<file path="src/rtl/inst_fetch_queue.sv">
// Instruction fetch queue between the IF-stage ROM interface and ID, with a PC stall.
// Optional same-cycle bypass of an empty queue when FETCH_QUEUE_BYPASS_EN is defined.
module inst_fetch_queue #(
  parameter int DEPTH  = 4,
  parameter int ADDR_W = 32,
  parameter int DATA_W = 32
) (
  input  logic                     clk,
  input  logic                     rst,
  input  logic                     fetch_valid,
  input  logic [ADDR_W-1:0]        fetch_pc,
  input  logic [DATA_W-1:0]        fetch_inst,
  input  logic                     flush,
  output logic                     stall_pc,
  output logic                     id_valid,
  output logic [ADDR_W-1:0]        id_pc,
  output logic [DATA_W-1:0]        id_inst,
  input  logic                     id_ready,
  output logic [$clog2(DEPTH):0]   count
);

  localparam int PTR_W = $clog2(DEPTH);
  localparam int CNT_W = PTR_W + 1;

  logic [ADDR_W-1:0] mem_pc   [DEPTH];
  logic [DATA_W-1:0] mem_inst [DEPTH];
  logic [PTR_W-1:0]  rd_ptr;
  logic [PTR_W-1:0]  wr_ptr;
  logic [CNT_W-1:0]  count_q;
  logic              stall_q;
  logic              empty;
  logic              enq;
  logic              wr_en;
  logic              rd_en;

  assign empty = (count_q == '0);
  // A fetch arriving the cycle after a stall repeats the one already captured.
  assign enq   = fetch_valid && !stall_q && !flush;

`ifdef FETCH_QUEUE_BYPASS_EN
  logic bypass;
  assign bypass   = empty && enq;
  assign id_valid = !empty || bypass;
  assign id_pc    = !empty ? mem_pc[rd_ptr]   : (bypass ? fetch_pc   : '0);
  assign id_inst  = !empty ? mem_inst[rd_ptr] : (bypass ? fetch_inst : '0);
  assign wr_en    = enq && !(bypass && id_ready);
`else
  assign id_valid = !empty;
  assign id_pc    = empty ? '0 : mem_pc[rd_ptr];
  assign id_inst  = empty ? '0 : mem_inst[rd_ptr];
  assign wr_en    = enq;
`endif

  assign rd_en    = !empty && id_ready && !flush;
  // Stalling at DEPTH-1 leaves room for the fetch already in flight.
  assign stall_pc = !flush && (count_q >= CNT_W'(DEPTH - 1));
  assign count    = count_q;

  always_ff @(posedge clk or negedge rst) begin
    if (!rst) begin
      rd_ptr  <= '0;
      wr_ptr  <= '0;
      count_q <= '0;
      stall_q <= 1'b0;
    end else if (flush) begin
      rd_ptr  <= '0;
      wr_ptr  <= '0;
      count_q <= '0;
      stall_q <= 1'b0;
    end else begin
      if (wr_en) wr_ptr <= wr_ptr + PTR_W'(1);
      if (rd_en) rd_ptr <= rd_ptr + PTR_W'(1);
      case ({wr_en, rd_en})
        2'b10:   count_q <= count_q + CNT_W'(1);
        2'b01:   count_q <= count_q - CNT_W'(1);
        default: count_q <= count_q;
      endcase
      stall_q <= stall_pc;
    end
  end

  always_ff @(posedge clk) begin
    if (wr_en) begin
      mem_pc[wr_ptr]   <= fetch_pc;
      mem_inst[wr_ptr] <= fetch_inst;
    end
  end

endmodule

</file>
<file path="config.mk">
export PLATFORM = sky130hd
export DESIGN_NAME = inst_fetch_queue
export DESIGN_NICKNAME = d
export VERILOG_FILES = /design/src/rtl/inst_fetch_queue.sv
export SDC_FILE = /design/constraint.sdc
export NUM_CORES = 1
export LEC_CHECK = 0
export CAP_MARGIN = 20
export CORE_UTILIZATION = 50
export DETAILED_ROUTE_END_ITERATION = 10
export GPL_TIMING_DRIVEN = 0
export PLACE_DENSITY_LB_ADDON = 0.08
export SLEW_MARGIN = 40
export SYNTH_ARGS = -nofsm -noshare
export SYNTH_HDL_FRONTEND = slang
export SYNTH_SLANG_ARGS = --single-unit
export TNS_END_PERCENT = 50
</file>
<file path="constraint.sdc">
create_clock -name clk -period 8.51 [get_ports clk]
set_clock_uncertainty 0.15 [all_clocks]
set_input_delay 1.2765 -clock clk [delete_from_list [all_inputs] [get_ports clk]]
set_output_delay 1.2765 -clock clk [all_outputs]
set_load 0.02 [all_outputs]
</file>
==> impl_metrics.json <==
{
  "ys.flop_type": "edfxtp_1",
  "synth_area_mm2": 0.0102,
  "nets": 705,
  "viasPerCell": 5.33,
  "die_area_mm2": 0.0209,
  "gp_congestion": 0.694,
  "timing.hold.ws_ns": 0.432,
  "synthSimpleGateAreaFrac_pct": 5.02,
  "fp.coreArea_mm2": 0.0197,
  "power_leakage_nw": 4.16,
  "rows": 51,
  "grt_usage_pct": 18.9,
  "ys_top_cells_by_area": "edfxtp_1 (76%), mux4_2 (14%), and2_1 (4.2%)",
  "yosys-top-cells-count": "edfxtp_1 (256), and2_1 (68), mux4_2 (64)",
  "worst_slack_ns": 4.34,
  "rsz0062_at_grt": "no",
  "hold_depth": 2,
  "synth_enable_flop_cells": 256,
  "syn_to_final_growth_pct": 26.8,
  "total_power_w": 0.00383,
  "clock.fmax_mhz": 240,
  "muxShareOfSynthArea_pct": 14.2,
  "status": "complete, no violations",
  "hp-class": "reg2reg",
  "hpwl_um": 11700,
  "slew_headroom_pct": 53.1,
  "cp_data_arrival_time_ns": 2.74,
  "die_w_um": 145,
  "die_y_um": 145,
  "worstSetupStartpoint": "count[1]",
  "ctsResizeCount": 0,
  "synthesis.nets": 532,
  "path_delay_family": "buffers and inverters",
  "ant_nets": 0,
  "async_flop_share_pct": 3.03,
  "drc": 0,
  "synthXorXnorAreaFrac_pct": 0.479,
  "min_period_ns": 4.17,
  "clock_latency_ns": 0.51,
  "initial_utilization_pct": 51.6,
  "synth.most_common_cell": "edfxtp_1",
  "syn_inst": 458,
  "ys_seq_elements": 264,
  "synth_cell_types": 29,
  "drive_above_1_share_pct": 19.7,
  "yosysWarningCount": 0,
  "crit_fanout": 10,
  "cp_cell_sequence": "or3_1, buf_2, clkbuf_1, and2_1, clkdlybuf4s50_1",
  "dpl_worst_slack_ns": 4.80,
  "antenna_found_initial": 0,
  "fin_area_mm2": 0.0129,
  "crit_type": "reg2out",
  "avgSynthCellArea_um2": 22.2,
  "worstSetupEndpointType": "output pin",
  "crit_path_max_incr_delay_ns": 0.61,
  "crit-reg2reg-capture": "count[2]",
  "cts_setup_buffers": 0,
  "post-synth-top-area-fraction_pct": 75.5,
  "yosysSeqAreaShare_pct": 77.5,
  "antenna_cells": 0,
  "wirelength_um": 18900,
  "powerDensity_mw_per_mm2": 297,
  "io_pins": 138,
  "final.setup.tns_ns": 0,
  "grt_max_degree": 28,
  "postPlaceCellArea_mm2": 0.0121,
  "slew_viol_final": 0,
  "reg2reg_depth": 6,
  "grt-ovfl-total": 0,
  "cp_slowest_cell": "clkdlybuf4s50_1",
  "r2r-start": "count[2]",
  "first_iter_violations": 204,
  "tightestPinTransition_ns": 0.704,
  "synth-adder-area-share_pct": 0.688,
  "synth-compound-area-share_pct": 0.725,
  "cts_tree": "yes",
  "firstDrtPassIters": 4,
  "cts_made_buffers": 27,
  "crit_buf_inv": 3,
  "clkTransAtPathRegs_ns": 0.06,
  "critPathLaunchType": "flop",
  "cts_htree_levels": 1,
  "endpoint": "id_inst[13]",
  "holdBufCountCts": 0,
  "cts_max_path_buffers": 3,
  "synth_top_family_by_area": "multiplexers",
  "ir_worst_vdd_uv": 186,
  "setup_viol": 0,
  "regToRegSetupSlack_ns": 6.39,
  "maxCapViolCount": 0,
  "port_buffers": 136,
  "hold_violations": 0,
  "synth_largest_area_cell": "edfxtp_1",
  "vias": 4881,
  "required_ns": 7.08,
  "cts_root_buffer": "clkbuf_16",
  "grt_pass1_wl_um": 29000,
  "crit_cells": 5,
  "wl_per_cell_um": 20.6,
  "numClockSinks": 264,
  "fillCellCount": 1327,
  "fin_crit_sh_pct": 49.0,
  "grt_pass1_vias": 5306
}
## where the power goes
part           internal [W]  switching, W  total (W)
clock network      0.000662      0.000455    0.00112
registers           0.00150     0.0000272    0.00152
logic              0.000605      0.000585    0.00119
total               0.00276       0.00107    0.00383
## worst reg2reg max path: stages, from the launching register on
cell and delay [ns]:
dfrtp_1 0.46, o31ai_1 0.39, nor3_1 0.12, fa_1 0.43
inv_1 0.09, a31oi_1 0.08, a221oi_1 0.29
## metal layers
layer	share of wire, %	vias to the layer above	routed length, um	GRT usage, %
li1	-	2215	-	-
met1	42	2518	7860	24.5
met2	52	125	9800	33.6
met3	5.1	23	959	3.36
met4	1.3	0	252	4.21
met5	0	-	0	0
## state kept, by name, summed over array words and instances (netlist names)
signal and cells:
count 3, wr_ptr 2, mem_pc 128, rd_ptr 2, mem_inst 128, stall_q 1
## stage by stage
step                util, %  std cells
global placement       60.2        859
floorplan                 -        458
finish                 65.5        916
global route           65.5        916
CTS                    65.5        916
detailed placement     61.2        867
## logic make-up after synthesis
group | Yosys count
flip-flops | 264
adder cells (fa/ha/maj) | 5
XOR/XNOR | 4
multiplexers | 64
buffers and inverters | 26
AO/OA/AOI/OAI | 10
AND/OR/NAND/NOR | 85
## cell usage in the layout (no fill, tap or decap), drive strengths merged, types with 4 or more instances in the layout
master and instances:
edfxtp 256, clkdlybuf4s50 136, and2 68, mux4 64, clkbuf 47, buf 22, dfrtp 8, clkinv 8
nor2 6, ha 4, inv 4
## worst min path at each step
stage                   start        end  slack (ns)
global placement    wr_ptr[1]  wr_ptr[1]        0.41
finish              wr_ptr[1]  wr_ptr[1]        0.43
floorplan           wr_ptr[1]  wr_ptr[1]        0.39
detailed placement  wr_ptr[1]  wr_ptr[1]        0.42
global route        wr_ptr[1]  wr_ptr[1]        0.47
CTS                 wr_ptr[1]  wr_ptr[1]        0.43
## final cells by class
type                    instances  area [um2]  area share (%)
plain buffers                  23         135            1.05
clock inverters                11         105           0.814
inverters                       3        11.3          0.0873
multi-input cells             168        2150            16.7
clock buffers                  38         737            5.71
flip-flops and latches        264        7890            61.1
repair buffers                144        1540            12.0
well taps                     265         332            2.57
No activity file was read; power rests on OpenSTA's default activity.
